--- src/rtl/pipe_ctrl_if.sv ---
// Stage-side stall/exception inputs and control outputs of the pipeline controller.
interface pipe_ctrl_if #(
  parameter int unsigned CNT_W = 32
);
  logic             stallreq_from_id;
  logic             stallreq_from_ex;
  logic             stallreq_from_mem;
  logic [31:0]      excepttype_i;
  logic [31:0]      cp0_epc_i;
  logic [5:0]       stall;
  logic             flush;
  logic [31:0]      new_pc;
  logic             busy;
  logic [CNT_W-1:0] stall_cnt;

  // Pipeline side: raises requests and exceptions, consumes the control outputs.
  modport master (
    output stallreq_from_id, stallreq_from_ex, stallreq_from_mem, excepttype_i, cp0_epc_i,
    input  stall, flush, new_pc, busy, stall_cnt
  );

  // Controller side.
  modport slave (
    input  stallreq_from_id, stallreq_from_ex, stallreq_from_mem, excepttype_i, cp0_epc_i,
    output stall, flush, new_pc, busy, stall_cnt
  );
endinterface

--- src/rtl/pipe_ctrl.sv ---
// Pipeline control for the 5-stage MIPS core: merges stage stall requests into the
// per-stage stall vector, sequences exception/ERET redirection (freeze, flush, recover)
// and keeps a saturating count of PC-stall cycles.
module pipe_ctrl #(
  parameter logic [31:0] EXC_VECTOR  = 32'h0000_0020,
  parameter logic [31:0] ERET_CODE   = 32'h0000_000e,
  parameter int unsigned RECOVER_CYC = 2,
  parameter int unsigned CNT_W       = 32
) (
  input  logic         clk,
  input  logic         rst,
  pipe_ctrl_if.slave   ctrl_io
);

  typedef enum logic [1:0] {StIdle, StFreeze, StFlush, StRecover} state_e;

  localparam logic [3:0] RecoverInit = 4'(RECOVER_CYC);

  state_e           state_q, state_d;
  logic [31:0]      target_q, target_d;
  logic [3:0]       rcnt_q, rcnt_d;
  logic [CNT_W-1:0] stall_cnt_q, stall_cnt_d;
  logic [5:0]       req_stall;
  logic [5:0]       stall;
  logic             flush;

  // Stall pattern from stage requests; the deepest requesting stage wins.
  always_comb begin
    req_stall = 6'b000000;
    if (ctrl_io.stallreq_from_mem) begin
      req_stall = 6'b011111;
    end else if (ctrl_io.stallreq_from_ex) begin
      req_stall = 6'b001111;
    end else if (ctrl_io.stallreq_from_id) begin
      req_stall = 6'b000111;
    end
  end

  // Next-state, redirect target latch, recovery countdown and stall vector.
  always_comb begin
    state_d  = state_q;
    target_d = target_q;
    rcnt_d   = rcnt_q;
    stall    = 6'b000000;
    flush    = 1'b0;
    unique case (state_q)
      StIdle: begin
        if (ctrl_io.excepttype_i != 32'h0) begin
          // Exception overrides every request and freezes the whole pipe this cycle.
          stall    = 6'b111111;
          state_d  = StFreeze;
          target_d = (ctrl_io.excepttype_i == ERET_CODE) ? ctrl_io.cp0_epc_i : EXC_VECTOR;
        end else begin
          stall = req_stall;
        end
      end
      StFreeze: begin
        stall   = 6'b111111;
        state_d = StFlush;
      end
      StFlush: begin
        flush   = 1'b1;
        state_d = StRecover;
        rcnt_d  = RecoverInit;
      end
      StRecover: begin
        // Exceptions are masked here; only stage requests drive the stall vector.
        stall = req_stall;
        if (rcnt_q <= 4'd1) begin
          state_d = StIdle;
          rcnt_d  = 4'd0;
        end else begin
          rcnt_d = rcnt_q - 4'd1;
        end
      end
      default: state_d = StIdle;
    endcase
  end

  // Saturating count of cycles in which the PC is held.
  always_comb begin
    stall_cnt_d = stall_cnt_q;
    if (stall[0] && (stall_cnt_q != {CNT_W{1'b1}})) begin
      stall_cnt_d = stall_cnt_q + CNT_W'(1);
    end
  end

  // State registers with synchronous reset.
  always_ff @(posedge clk) begin
    if (rst) begin
      state_q     <= StIdle;
      target_q    <= 32'h0;
      rcnt_q      <= 4'd0;
      stall_cnt_q <= '0;
    end else begin
      state_q     <= state_d;
      target_q    <= target_d;
      rcnt_q      <= rcnt_d;
      stall_cnt_q <= stall_cnt_d;
    end
  end

  assign ctrl_io.stall     = stall;
  assign ctrl_io.flush     = flush;
  assign ctrl_io.new_pc    = flush ? target_q : 32'h0;
  assign ctrl_io.busy      = (state_q != StIdle);
  assign ctrl_io.stall_cnt = stall_cnt_q;

endmodule

--- src/flat_wrapper.sv ---
// flat-port wrapper written by rule: the top's interface ports become plain ports
module pipe_ctrl_flat 
#(
  parameter logic [31:0] EXC_VECTOR  = 32'h0000_0020,
  parameter logic [31:0] ERET_CODE   = 32'h0000_000e,
  parameter int unsigned RECOVER_CYC = 2,
  parameter int unsigned CNT_W       = 32
)
  (clk, rst, ctrl_io_stallreq_from_id, ctrl_io_stallreq_from_ex, ctrl_io_stallreq_from_mem, ctrl_io_excepttype_i, ctrl_io_cp0_epc_i, ctrl_io_stall, ctrl_io_flush, ctrl_io_new_pc, ctrl_io_busy, ctrl_io_stall_cnt);
  pipe_ctrl_if #(.CNT_W(CNT_W)) ctrl_io_i ();
  input  logic clk;
  input  logic rst;
  input wire logic [$bits(ctrl_io_i.stallreq_from_id)-1:0] ctrl_io_stallreq_from_id;
  input wire logic [$bits(ctrl_io_i.stallreq_from_ex)-1:0] ctrl_io_stallreq_from_ex;
  input wire logic [$bits(ctrl_io_i.stallreq_from_mem)-1:0] ctrl_io_stallreq_from_mem;
  input wire logic [$bits(ctrl_io_i.excepttype_i)-1:0] ctrl_io_excepttype_i;
  input wire logic [$bits(ctrl_io_i.cp0_epc_i)-1:0] ctrl_io_cp0_epc_i;
  output wire logic [$bits(ctrl_io_i.stall)-1:0] ctrl_io_stall;
  output wire logic [$bits(ctrl_io_i.flush)-1:0] ctrl_io_flush;
  output wire logic [$bits(ctrl_io_i.new_pc)-1:0] ctrl_io_new_pc;
  output wire logic [$bits(ctrl_io_i.busy)-1:0] ctrl_io_busy;
  output wire logic [$bits(ctrl_io_i.stall_cnt)-1:0] ctrl_io_stall_cnt;
  assign ctrl_io_i.stallreq_from_id = ctrl_io_stallreq_from_id;
  assign ctrl_io_i.stallreq_from_ex = ctrl_io_stallreq_from_ex;
  assign ctrl_io_i.stallreq_from_mem = ctrl_io_stallreq_from_mem;
  assign ctrl_io_i.excepttype_i = ctrl_io_excepttype_i;
  assign ctrl_io_i.cp0_epc_i = ctrl_io_cp0_epc_i;
  assign ctrl_io_stall = ctrl_io_i.stall;
  assign ctrl_io_flush = ctrl_io_i.flush;
  assign ctrl_io_new_pc = ctrl_io_i.new_pc;
  assign ctrl_io_busy = ctrl_io_i.busy;
  assign ctrl_io_stall_cnt = ctrl_io_i.stall_cnt;
  pipe_ctrl #(.EXC_VECTOR(EXC_VECTOR), .ERET_CODE(ERET_CODE), .RECOVER_CYC(RECOVER_CYC), .CNT_W(CNT_W)) u_core (.clk(clk), .rst(rst), .ctrl_io(ctrl_io_i));
endmodule
--- config.mk ---
export PLATFORM = sky130hd
export DESIGN_NAME = pipe_ctrl_flat
export DESIGN_NICKNAME = d
export VERILOG_FILES = /design/src/rtl/pipe_ctrl_if.sv /design/src/rtl/pipe_ctrl.sv /design/src/flat_wrapper.sv
export SDC_FILE = /design/constraint.sdc
export NUM_CORES = 1
export LEC_CHECK = 0
export BUFFER_PORTS_ARGS = -buffer_cell sky130_fd_sc_hd__buf_4
export CORE_UTILIZATION = 45
export DETAILED_ROUTE_END_ITERATION = 7
export PLACE_DENSITY = 0.75
export SLEW_MARGIN = 20
export SYNTH_ARGS = -nofsm -noshare
export SYNTH_HDL_FRONTEND = slang
export SYNTH_SLANG_ARGS = --single-unit
--- constraint.sdc ---
create_clock -name clk -period 6.78 [get_ports clk]
set_input_delay 1.017 -clock clk [delete_from_list [all_inputs] [get_ports clk]]
set_output_delay 1.017 -clock clk [all_outputs]
set_load 0.005 [all_outputs]
== After elaboration in Yosys (flattened, before gate mapping) ==
Index checks and enable logic that the tools add are counted.
Storage, ports and cells
  register bits after elaboration: 70
  input port bits: 69
  output and inout port bits: 72
  word-level logic and storage cells: 34
Operators by class
  add/sub/neg operators: 2
  $lt $le $gt $ge: 1
  equality and inequality tests: 7
  muxes and demuxes: 13
  reduce and logical (&&, ||, !) cells: 7
Operators with widths (number)
  32-bit two-way mux: 2
  32-bit by 1-bit adder with 32-bit output, second input constant: 1
  32-bit by 4-bit equality test with 1-bit output, second input constant: 1
  32-bit inequality test, second input constant: 1
  32-bit nonzero test: 1
  6-bit two-way mux: 3
  6-bit case mux with 3 select lines: 1
  2-bit case mux with 4 select lines: 1
  4-bit case mux with 2 select lines: 1
  2-bit equality test, second input constant: 2
  4-bit by 1-bit <= comparator with 1-bit output, second input constant: 1
  2-bit two-way mux: 2
  4-bit two-way mux: 1
  2-bit by 1-bit inequality test with 1-bit output, second input constant: 2
  2-bit AND reduction: 2
  2-bit nonzero test: 2
  4-bit by 1-bit subtractor with 4-bit output, second input constant: 1
  3-bit two-way mux: 1
  2-bit by 1-bit equality test with 1-bit output, second input constant: 1
  2-bit logical NOT: 1
  1-bit logical AND: 1
  1-bit two-way mux: 1

== Longest topological paths before layout ==
Gate-level depths: netlist of run 1.
  depth in word-level cells: 6
  mapped depth: 10

== Worst setup path before layout of run 1 ==
No wires, ideal clock.
  kind: input -> output
  from: input port ctrl_io_excepttype_i[8]
  to: output port ctrl_io_stall[5]
  arrival: 2.329 ns
  required time: 5.763 ns
  path slack: 3.434 ns
  stages on the path: 6
  path buffers: 1
  cells stage by stage: nor4_1 -> nand2_1 -> nor4_4 -> a21o_1 -> clkbuf_1 -> a21oi_1
On the way
  longest elaborated chain between the ends: 3
Ends and longest elaborated chain
  start: declaration: RTL line flat_wrapper.sv:16  | input wire logic [$bits(ctrl_io_i.excepttype_i)-1:0] ctrl_io_excepttype_i;
  32-bit nonzero test: RTL line pipe_ctrl.sv:48  | if (ctrl_io.excepttype_i != 32'h0) begin
  6-bit two-way mux: RTL line pipe_ctrl.sv:48
  6-bit case mux with 3 select lines: RTL line pipe_ctrl.sv:46  | unique case (state_q)
  end: declaration: RTL line flat_wrapper.sv:18  | output wire logic [$bits(ctrl_io_i.stall)-1:0] ctrl_io_stall;
Every way passes these cells.

== Final worst setup path of run 1 ==
  from: input port ctrl_io_excepttype_i[6]
  to: output port ctrl_io_stall[5]
Same word-level chain as after synthesis.

==> results.md, run 1 <==
- The run finished with clean final reports.
- The count of input and output buffers is 140.
- The final worst hold slack is around 480 ps.
- On the final layout, the worst clock skew is around 11 ps.
- Summing internal, switching and leakage power gives 1.22 mW.
- The worst path in the final design needs a cycle of between 4000 and 5000 ps, including I/O delays and setup.
- The synthesized cell area is 0.00353 mm².
- During synthesis, Yosys emitted a total of 0 warnings.
- The worst-case vdd ir drop is around 0.00016 V.
- The worst slew margin relative to its limit is 0.305.
- The accumulated negative setup slack is 0 ps.
- For the worst setup path, the data arrival time is roughly 3100 ps.
- The final hold violation count is 0.
- Row generation in the floorplan step produced 31 rows.
- The maximum fanout count along the critical path is 33.
- The placed instances occupy a cell area of between 0.004 and 0.005 mm².
- The post-placement setup slack is approximately 2600 ps.
- The pin count of the biggest net entering global routing is between 70 and 80.
- The number of placed instances, taps included, is roughly 630.
- In this run the remaining antenna-violating nets after routing total 0.
- The maximum level of the CTS H-tree is 3.
- The met3 routed wirelength is about 740 µm.
- Across all setup checks in the final design, the least slack found is roughly 2600 ps.
- Relative to the synthesized area, the layout overhead comes to 35.6%.
- At the worst endpoint, the required time is roughly 5800 ps.
- The via count of the first global-routing pass was between 3k and 4k.
- The core area is around 0.0074 mm².
- The starting utilization of the core area is 0.476.
- The final weighted congestion in routability-driven placement is 0.789.
- The finished layout holds 650 standard cells, fillers aside.
- TritonCTS built the clock tree.
- Setup violations remaining at the end of the flow were counted as 0.
- The fraction of final layout cells sized beyond drive strength 1 is 0.307.
- The aggregate global routing overflow is 0.
- The flip-flop cell with the highest count after synthesis is sky130_fd_sc_hd__dfxtp_1.
- The worst min-delay path class is reg -> reg.
- The cell at the root of the clock tree is sky130_fd_sc_hd__clkbuf_8.
- The highest signal layer in the routed design is met4.
- The detailed router placed roughly 3.6k vias in this run.
- The number of enable-type register cells in the synthesized netlist is 0.
- Synthesis inferred 70 register bits.
- The max-slew violation total from the final report is 0.
- The longest clock path from root to sink contains 2 buffers.
- The number of buffers added to fix hold violations after cts is 0.
- At the pin with the least slew margin, the transition time is approximately 1000 ps.
- The die is 90.5 µm wide.
- The die is 90.5 µm tall.
- In this run the post-CTS setup repair buffer count came out at 0.
- The clock latency at the later pin of the worst-skew pair is between 300 and 400 ps.
- The first-pass detailed-route iteration total is 4.
- The average vias per placed instance is about 5.5.
- In this run the power density over the cells is around 260 mW/mm².
- The multi-input logic area is 0.00194 mm².
- The initial antenna violation count is 0.
- Counting the fill cells in the layout gives approximately 650.
- At the end of the flow the core is filled with cells to 0.645.
- Setup repair after global routing left no endpoint under its margin.
- Of all flip-flops after synthesis, the portion carrying an async set or reset was 0.
- The number of max-cap violations is 0.
- In this run, CTS created clock tree buffers numbering 9.
- The first routing iteration left 130 violations.
- The die area is 0.00819 mm².
- In the final routed layout, each cell accounts on average for approximately 14 µm.
- The post-route standard cell area excluding fillers is between 0.004 and 0.005 mm².
- The kind of start point of the critical path is an input pin.
- The highest achievable clock rate is ~240 MHz.
- The met1 wire length is 3.87 mm.
- The net count of the finished layout is 622.
- The met2 layer wire length in the routed design is between 4 and 5 mm.
- Of the available clock period, the critical path in the final layout requires 0.612.
- STA classifies the critical path endpoint as a primary output.
- Once the clock tree was built, the resizer swapped 0 gates to a different size.
- The HPWL after detailed placement is ~6.5 mm.
- During I/O placement, the number of pins put on the boundary was 141.
- Summed over all cells, the static leakage comes to between 1.5 and 2 nW.
- The global-route wire length before repair is 15.6 mm.
- The number of antenna repair diodes is 0.
- The gate count after technology mapping is between 400 and 500.
- After detailed routing, the total wire length is 9.42 mm.
- The residual DRC count is 0.
- A synthesized cell averages approximately 8.3 µm².
- The number of distinct library cell variants in the gate-level netlist after synthesis is 46.
- The worst setup path is of the in -> out kind.
- The area taken by flip-flops and latches is 0.00140 mm².
- Across every metal layer, demand over resource in global routing totals 0.233.
- After clock tree synthesis, the clock-pin slew on the worst setup and hold paths is ~70 ps.
- The total clock sinks is 70.
- The number of nets produced by synthesis is around 500.
- The sequential-to-total area share from yosys stat is 0.397.
==> sequential cells by signal, summed over array words and instances, names as in the netlist <==
| name | cells |
|---|---|
| u_core.rcnt_q | 4 |
| u_core.target_q | 32 |
| u_core.ctrl_io.stall_cnt | 32 |
| u_core.state_q | 2 |
==> worst max-delay path, stage by stage <==
cell and delay, ps:
sky130_fd_sc_hd__buf_4 110, sky130_fd_sc_hd__nor4_1 290, sky130_fd_sc_hd__nand2_1 160, sky130_fd_sc_hd__nor4_4 360
sky130_fd_sc_hd__a21o_1 860, sky130_fd_sc_hd__a21oi_1 170, sky130_fd_sc_hd__buf_4 180
==> kinds of logic after synthesis <==
group / after synthesis / share of synthesized area
AND/OR/NAND/NOR: 204 / 0.322
AO/OA/AOI/OAI: 95 / 0.172
flip-flops: 70 / 0.397
buffers and inverters: 40 / 0.0543
multiplexers: 9 / 0.0295
adder cells (fa/ha/maj): 7 / 0.0248
==> path summary, 6_finish.rpt <==
| kind | start | to | slack [ps] | cells past startpoint |
|---|---|---|---|---|
| worst max-delay path | ctrl_io_excepttype_i[6] | ctrl_io_stall[5] | 2630 | 7 |
| worst min-delay path | u_core.target_q[5] | u_core.target_q[5] | 480 | 2 |
| worst max register to register | u_core.state_q[0] | u_core.ctrl_io.stall_cnt[2] | 3700 | 8 |
| worst min register to register | u_core.target_q[5] | u_core.target_q[5] | 480 | 2 |
==> layout by cell type, fill, tap and decap left out, types with 2 or more instances in the layout <==
| cell | instances |
|---|---|
| sky130_fd_sc_hd__bufinv_16 | 2 |
| sky130_fd_sc_hd__nand3_1 | 10 |
| sky130_fd_sc_hd__clkinv_2 | 2 |
| sky130_fd_sc_hd__and3_1 | 4 |
| sky130_fd_sc_hd__nor2_1 | 55 |
| sky130_fd_sc_hd__clkinvlp_4 | 2 |
| sky130_fd_sc_hd__clkbuf_8 | 10 |
| sky130_fd_sc_hd__buf_4 | 140 |
| sky130_fd_sc_hd__nor2b_1 | 9 |
| sky130_fd_sc_hd__a21o_1 | 3 |
| sky130_fd_sc_hd__nand2b_1 | 2 |
| sky130_fd_sc_hd__mux2_1 | 6 |
| sky130_fd_sc_hd__inv_1 | 9 |
| sky130_fd_sc_hd__o31ai_1 | 8 |
| sky130_fd_sc_hd__nand4_1 | 17 |
| sky130_fd_sc_hd__nor4_1 | 11 |
| sky130_fd_sc_hd__dfxtp_1 | 70 |
| sky130_fd_sc_hd__or3_1 | 16 |
| sky130_fd_sc_hd__nor3_1 | 14 |
| sky130_fd_sc_hd__nand4_2 | 2 |
| sky130_fd_sc_hd__a22oi_1 | 31 |
| sky130_fd_sc_hd__o21ai_0 | 17 |
| sky130_fd_sc_hd__ha_1 | 6 |
| sky130_fd_sc_hd__a21oi_1 | 28 |
| sky130_fd_sc_hd__nand2_1 | 15 |
| sky130_fd_sc_hd__a211oi_1 | 2 |
| sky130_fd_sc_hd__or4_1 | 8 |
| sky130_fd_sc_hd__and2_1 | 33 |
==> power by group <==
part / switching, mW / internal, mW / total (mW)
sequential: 0.0203 / 0.429 / 0.449
clock: 0.159 / 0.216 / 0.375
combinational: 0.246 / 0.151 / 0.397
==> cells in the mapped netlist, types with 3 or more instances <==
library cell / count / share of area
sky130_fd_sc_hd__and2_1: 33 / 0.059
sky130_fd_sc_hd__a21oi_1: 28 / 0.040
sky130_fd_sc_hd__inv_1: 9 / 0.0096
sky130_fd_sc_hd__o31ai_1: 8 / 0.017
sky130_fd_sc_hd__a21o_1: 3 / 0.0064
sky130_fd_sc_hd__buf_2: 5 / 0.0071
sky130_fd_sc_hd__nor2_1: 56 / 0.060
sky130_fd_sc_hd__and3_1: 4 / 0.0071
sky130_fd_sc_hd__o21ai_0: 17 / 0.024
sky130_fd_sc_hd__dfxtp_1: 70 / 0.40
sky130_fd_sc_hd__or3_1: 16 / 0.028
sky130_fd_sc_hd__nor3_1: 14 / 0.020
sky130_fd_sc_hd__nand2_1: 15 / 0.016
sky130_fd_sc_hd__ha_1: 7 / 0.025
sky130_fd_sc_hd__clkbuf_1: 16 / 0.017
sky130_fd_sc_hd__nor4_1: 11 / 0.020
sky130_fd_sc_hd__buf_4: 5 / 0.011
sky130_fd_sc_hd__or4_1: 8 / 0.017
sky130_fd_sc_hd__nor2b_1: 9 / 0.016
sky130_fd_sc_hd__nand4_1: 17 / 0.030
sky130_fd_sc_hd__nand3_1: 10 / 0.014
sky130_fd_sc_hd__a22oi_1: 31 / 0.066
sky130_fd_sc_hd__mux2_1: 6 / 0.019
==> layer usage <==
| layer | GRT usage | vias to the layer above |
|---|---|---|
| met5 | 0 | - |
| met4 | 0.0712 | 0 |
| met3 | 0.0909 | 8 |
| met2 | 0.398 | 115 |
| met1 | 0.266 | 1642 |
| li1 | - | 1790 |
==> layout make-up <==
type                            count  area share
Clock buffer                       10      0.0288
Clock inverter                      6      0.0178
Inverter                           10     0.00785
Multi-Input combinational cell    315       0.407
Sequential cell                    70       0.293
Tap cell                           99      0.0259
Timing Repair Buffer              140       0.220
Power figures use the tool's default switching activity.
==> run 2, diff against run 1 <==
--- a/config.mk
+++ b/config.mk
@@ -6,9 +6,9 @@
 export NUM_CORES = 1
 export LEC_CHECK = 0
 export BUFFER_PORTS_ARGS = -buffer_cell sky130_fd_sc_hd__buf_4
-export CORE_UTILIZATION = 45
+export CORE_UTILIZATION = 44
 export DETAILED_ROUTE_END_ITERATION = 7
-export PLACE_DENSITY = 0.75
+export PLACE_DENSITY = 0.77
 export SLEW_MARGIN = 20
 export SYNTH_ARGS = -nofsm -noshare
 export SYNTH_HDL_FRONTEND = slang
==> constraint.sdc (replaced) <==
create_clock -name clk -period 3.45 [get_ports clk]
set_input_delay 0.5175 -clock clk [delete_from_list [all_inputs] [get_ports clk]]
set_output_delay 0.5175 -clock clk [all_outputs]
set_load 0.005 [all_outputs]
==> results.md, run 2 (same netlist as run 1, synthesis figures left out) <==
- The number of antenna repair diodes is 0 (unchanged).
- The global-route wire length before repair is 15.4 mm (was 15.6 mm).
- The origin of the worst setup path is u_core.state_q[0] (was ctrl_io_excepttype_i[6]).
- The reg-to-reg critical path endpoint is u_core.ctrl_io.stall_cnt[16] (was u_core.ctrl_io.stall_cnt[2]).
- The DRC marker count from the first detailed-route iteration is 138 (was 130).
- The final hold violation count came to 0 (unchanged).
- The cell at the root of the clock tree was sky130_fd_sc_hd__clkbuf_8 (unchanged).
- The initial antenna violation count is 0 (unchanged).
- The leakage power came to 2.01 nW (was 1.99 nW).
- The pin count of the biggest net entering global routing was 79 (unchanged).
- The post-layout worst setup margin is 654 ps (was 2630 ps).
- The number of placed cells counting well taps is 641 (was 634).
- The final setup violation count is 0 (unchanged).
- The total setup buffers inserted after CTS was 0 (unchanged).
- The power density over the cells is 505 mW/mm² (was 256 mW/mm²).
- Highest-count cells in the layout ignoring fill and taps: 143 x sky130_fd_sc_hd__buf_4, 70 x sky130_fd_sc_hd__dfxtp_1, 55 x sky130_fd_sc_hd__nor2_1, 33 x sky130_fd_sc_hd__and2_1, 31 x sky130_fd_sc_hd__a22oi_1 (was 140 x sky130_fd_sc_hd__buf_4, 70 x sky130_fd_sc_hd__dfxtp_1, 55 x sky130_fd_sc_hd__nor2_1, 33 x sky130_fd_sc_hd__and2_1, 31 x sky130_fd_sc_hd__a22oi_1).
- The number of instances resized during post-cts repair is 0 (unchanged).
- The number of vias in the routed layout is 3,614 (was 3,555).
- The die span in x is 91.5 µm (was 90.5 µm).
- The final weighted congestion in routability-driven placement is 0.795 (was 0.789).
- The worst slew margin relative to its limit is 0.469 (was 0.305).
- The residual DRC count is 0 (unchanged).
- The number of antenna-violating nets in the routed design came to 0 (unchanged).
- The kind of start point of the critical path is a register (was input pin).
- The critical path start-end classification was reg -> out (was in -> out).
- The post-route core utilization is 0.621 (was 0.645).
- The maximum number of buffers from clock root to sink is 2 (unchanged).
- The post-layout net count is 626 (was 622).
- The worst-case vdd ir drop is 0.000312 V (was 0.000161 V).
- The final total power is 2.42 mW (was 1.22 mW).
- The all-layer global routing usage is 0.224 (was 0.233).
- The capture point of the critical path is ctrl_io_stall[1] (was ctrl_io_stall[5]).
- The aggregate global routing overflow is 0 (unchanged).
- Run status: complete, no violations (unchanged).
- The maximum fanout count along the critical path was 16 (was 33).
- Subtracting the final worst setup slack from the clock period gives around 2800 ps.
- The post-placement setup slack is 787 ps (was 2590 ps).
- The average vias per placed instance is 5.50 (was 5.47).
- Setup repair after global routing missed its margin: false (unchanged).
- The count of input and output buffers is 140 (unchanged).
- The accumulated negative setup slack came to 0 ps (unchanged).
- The HPWL after detailed placement is 6.38 mm (was 6.50 mm).
- The number of standard cells in the final layout excluding fillers is 657 (was 650).
- The final worst hold slack is 402 ps (was 477 ps).
- The post-route fraction of the period consumed by the critical path is 0.810.
- The maximum level of the CTS H-tree is 3 (unchanged).
- The clock-pin slew on the worst setup and hold paths is 80 ps (was 70 ps).
- The worst-case register-to-register setup slack is 770 ps (was 3700 ps).
- The post-place instance area is 0.00460 mm² (was 0.00455 mm²).
- The signed area change from the synthesized netlist to the final layout is 36.2% (was 35.6%).
- The core area is 0.00773 mm² (was 0.00741 mm²).
- The max-slew violation total from the final report is 0 (unchanged).
- The sort of element at the end of the critical path is a primary output (unchanged).
- The transition at the pin with the smallest max-transition slack is 796 ps (was 1040 ps).
- The overall die height is 91.5 µm (was 90.5 µm).
- The total clock sinks was 70 (unchanged).
- The clock latency at the later pin of the worst-skew pair was 340 ps (about the same).
- The final wirelength came to 9.26 mm (was 9.42 mm).
- The die area is 0.00838 mm² (was 0.00819 mm²).
- The worst min-delay path class is in -> reg (was reg -> reg).
- The row count came to 32 (was 31).
- The number of max-cap violations was 0 (unchanged).
- The highest achievable clock rate is roughly 360 MHz.
- The TritonCTS clock tree is built (unchanged).
- The post-route standard cell area excluding fillers is 0.00480 mm² (was 0.00478 mm²).
- The startpoint of the worst register-to-register path is u_core.state_q[0] (unchanged).
- The routed wire length per instance is 14.1 µm (was 14.5 µm).
- The starting utilization of the core area is 0.456 (was 0.476).
- The first-pass detailed-route iteration total is 4 (unchanged).
- The I/O pin total was 141 (unchanged).
- The clock buffer count from CTS is 9 (unchanged).
- The most common cell after layout, fill and taps aside is sky130_fd_sc_hd__buf_4 (unchanged).
- The setup skew after layout is 7.08 ps (was 11.0 ps).
- The fraction of final layout cells sized beyond drive strength 1 came to 0.310 (was 0.307).
- The worst path arrival time was 2280 ps (was 3130 ps).
- The data required time at the worst endpoint is 2930 ps (was 5760 ps).
- The depth of the most critical reg-to-reg path was 8 (unchanged).
- The via count of the first global-routing pass is 3,431 (was 3,389).
- The number of buffers added to fix hold violations after cts is 0 (unchanged).
- The number of instances on the worst hold path is 3 (was 2).
## run 2: worst min path at each step
stage | from | to
finish | ctrl_io_cp0_epc_i[10] | u_core.target_q[10]
global route | ctrl_io_cp0_epc_i[17] | u_core.target_q[17]
CTS | ctrl_io_cp0_epc_i[12] | u_core.target_q[12]
detailed placement | u_core.target_q[5] | u_core.target_q[5]
global placement | u_core.target_q[5] | u_core.target_q[5]
floorplan | u_core.target_q[5] | u_core.target_q[5]
## run 2: cell type report
class / count / area (µm²)
clock buffers: 10 / 138
clock inverters: 6 / 68.8
fillers: 664 / 2930
inverters: 10 / 37.5
multi-input cells: 315 / 1940
flip-flops and latches: 70 / 1400
well taps: 102 / 128
repair buffers: 144 / 1090
## run 2: report_power, final
group | total, mW | switching [mW] | internal, mW | leakage [nW]
Clock | 0.687 | 0.330 | 0.357 | 0.103
Combinational | 0.856 | 0.508 | 0.348 | 1.34
Sequential | 0.881 | 0.0387 | 0.843 | 0.565
## run 2: worst max-delay path: stages (launching register included)
cell	delay (ps)
sky130_fd_sc_hd__dfxtp_1	390
sky130_fd_sc_hd__inv_1	80
sky130_fd_sc_hd__ha_1	290
sky130_fd_sc_hd__o21ba_2	270
sky130_fd_sc_hd__a21oi_1	190
sky130_fd_sc_hd__a41o_2	430
sky130_fd_sc_hd__inv_2	120
sky130_fd_sc_hd__buf_4	160
## run 2: routing by layer
| metal | up-vias | routed length (µm) | track usage |
|---|---|---|---|
| met5 | - | 0 | 0 |
| met4 | 0 | 131 | 0.0860 |
| met3 | 10 | 803 | 0.0796 |
| met2 | 129 | 4330 | 0.366 |
| met1 | 1684 | 4000 | 0.267 |
| li1 | 1791 | - | - |
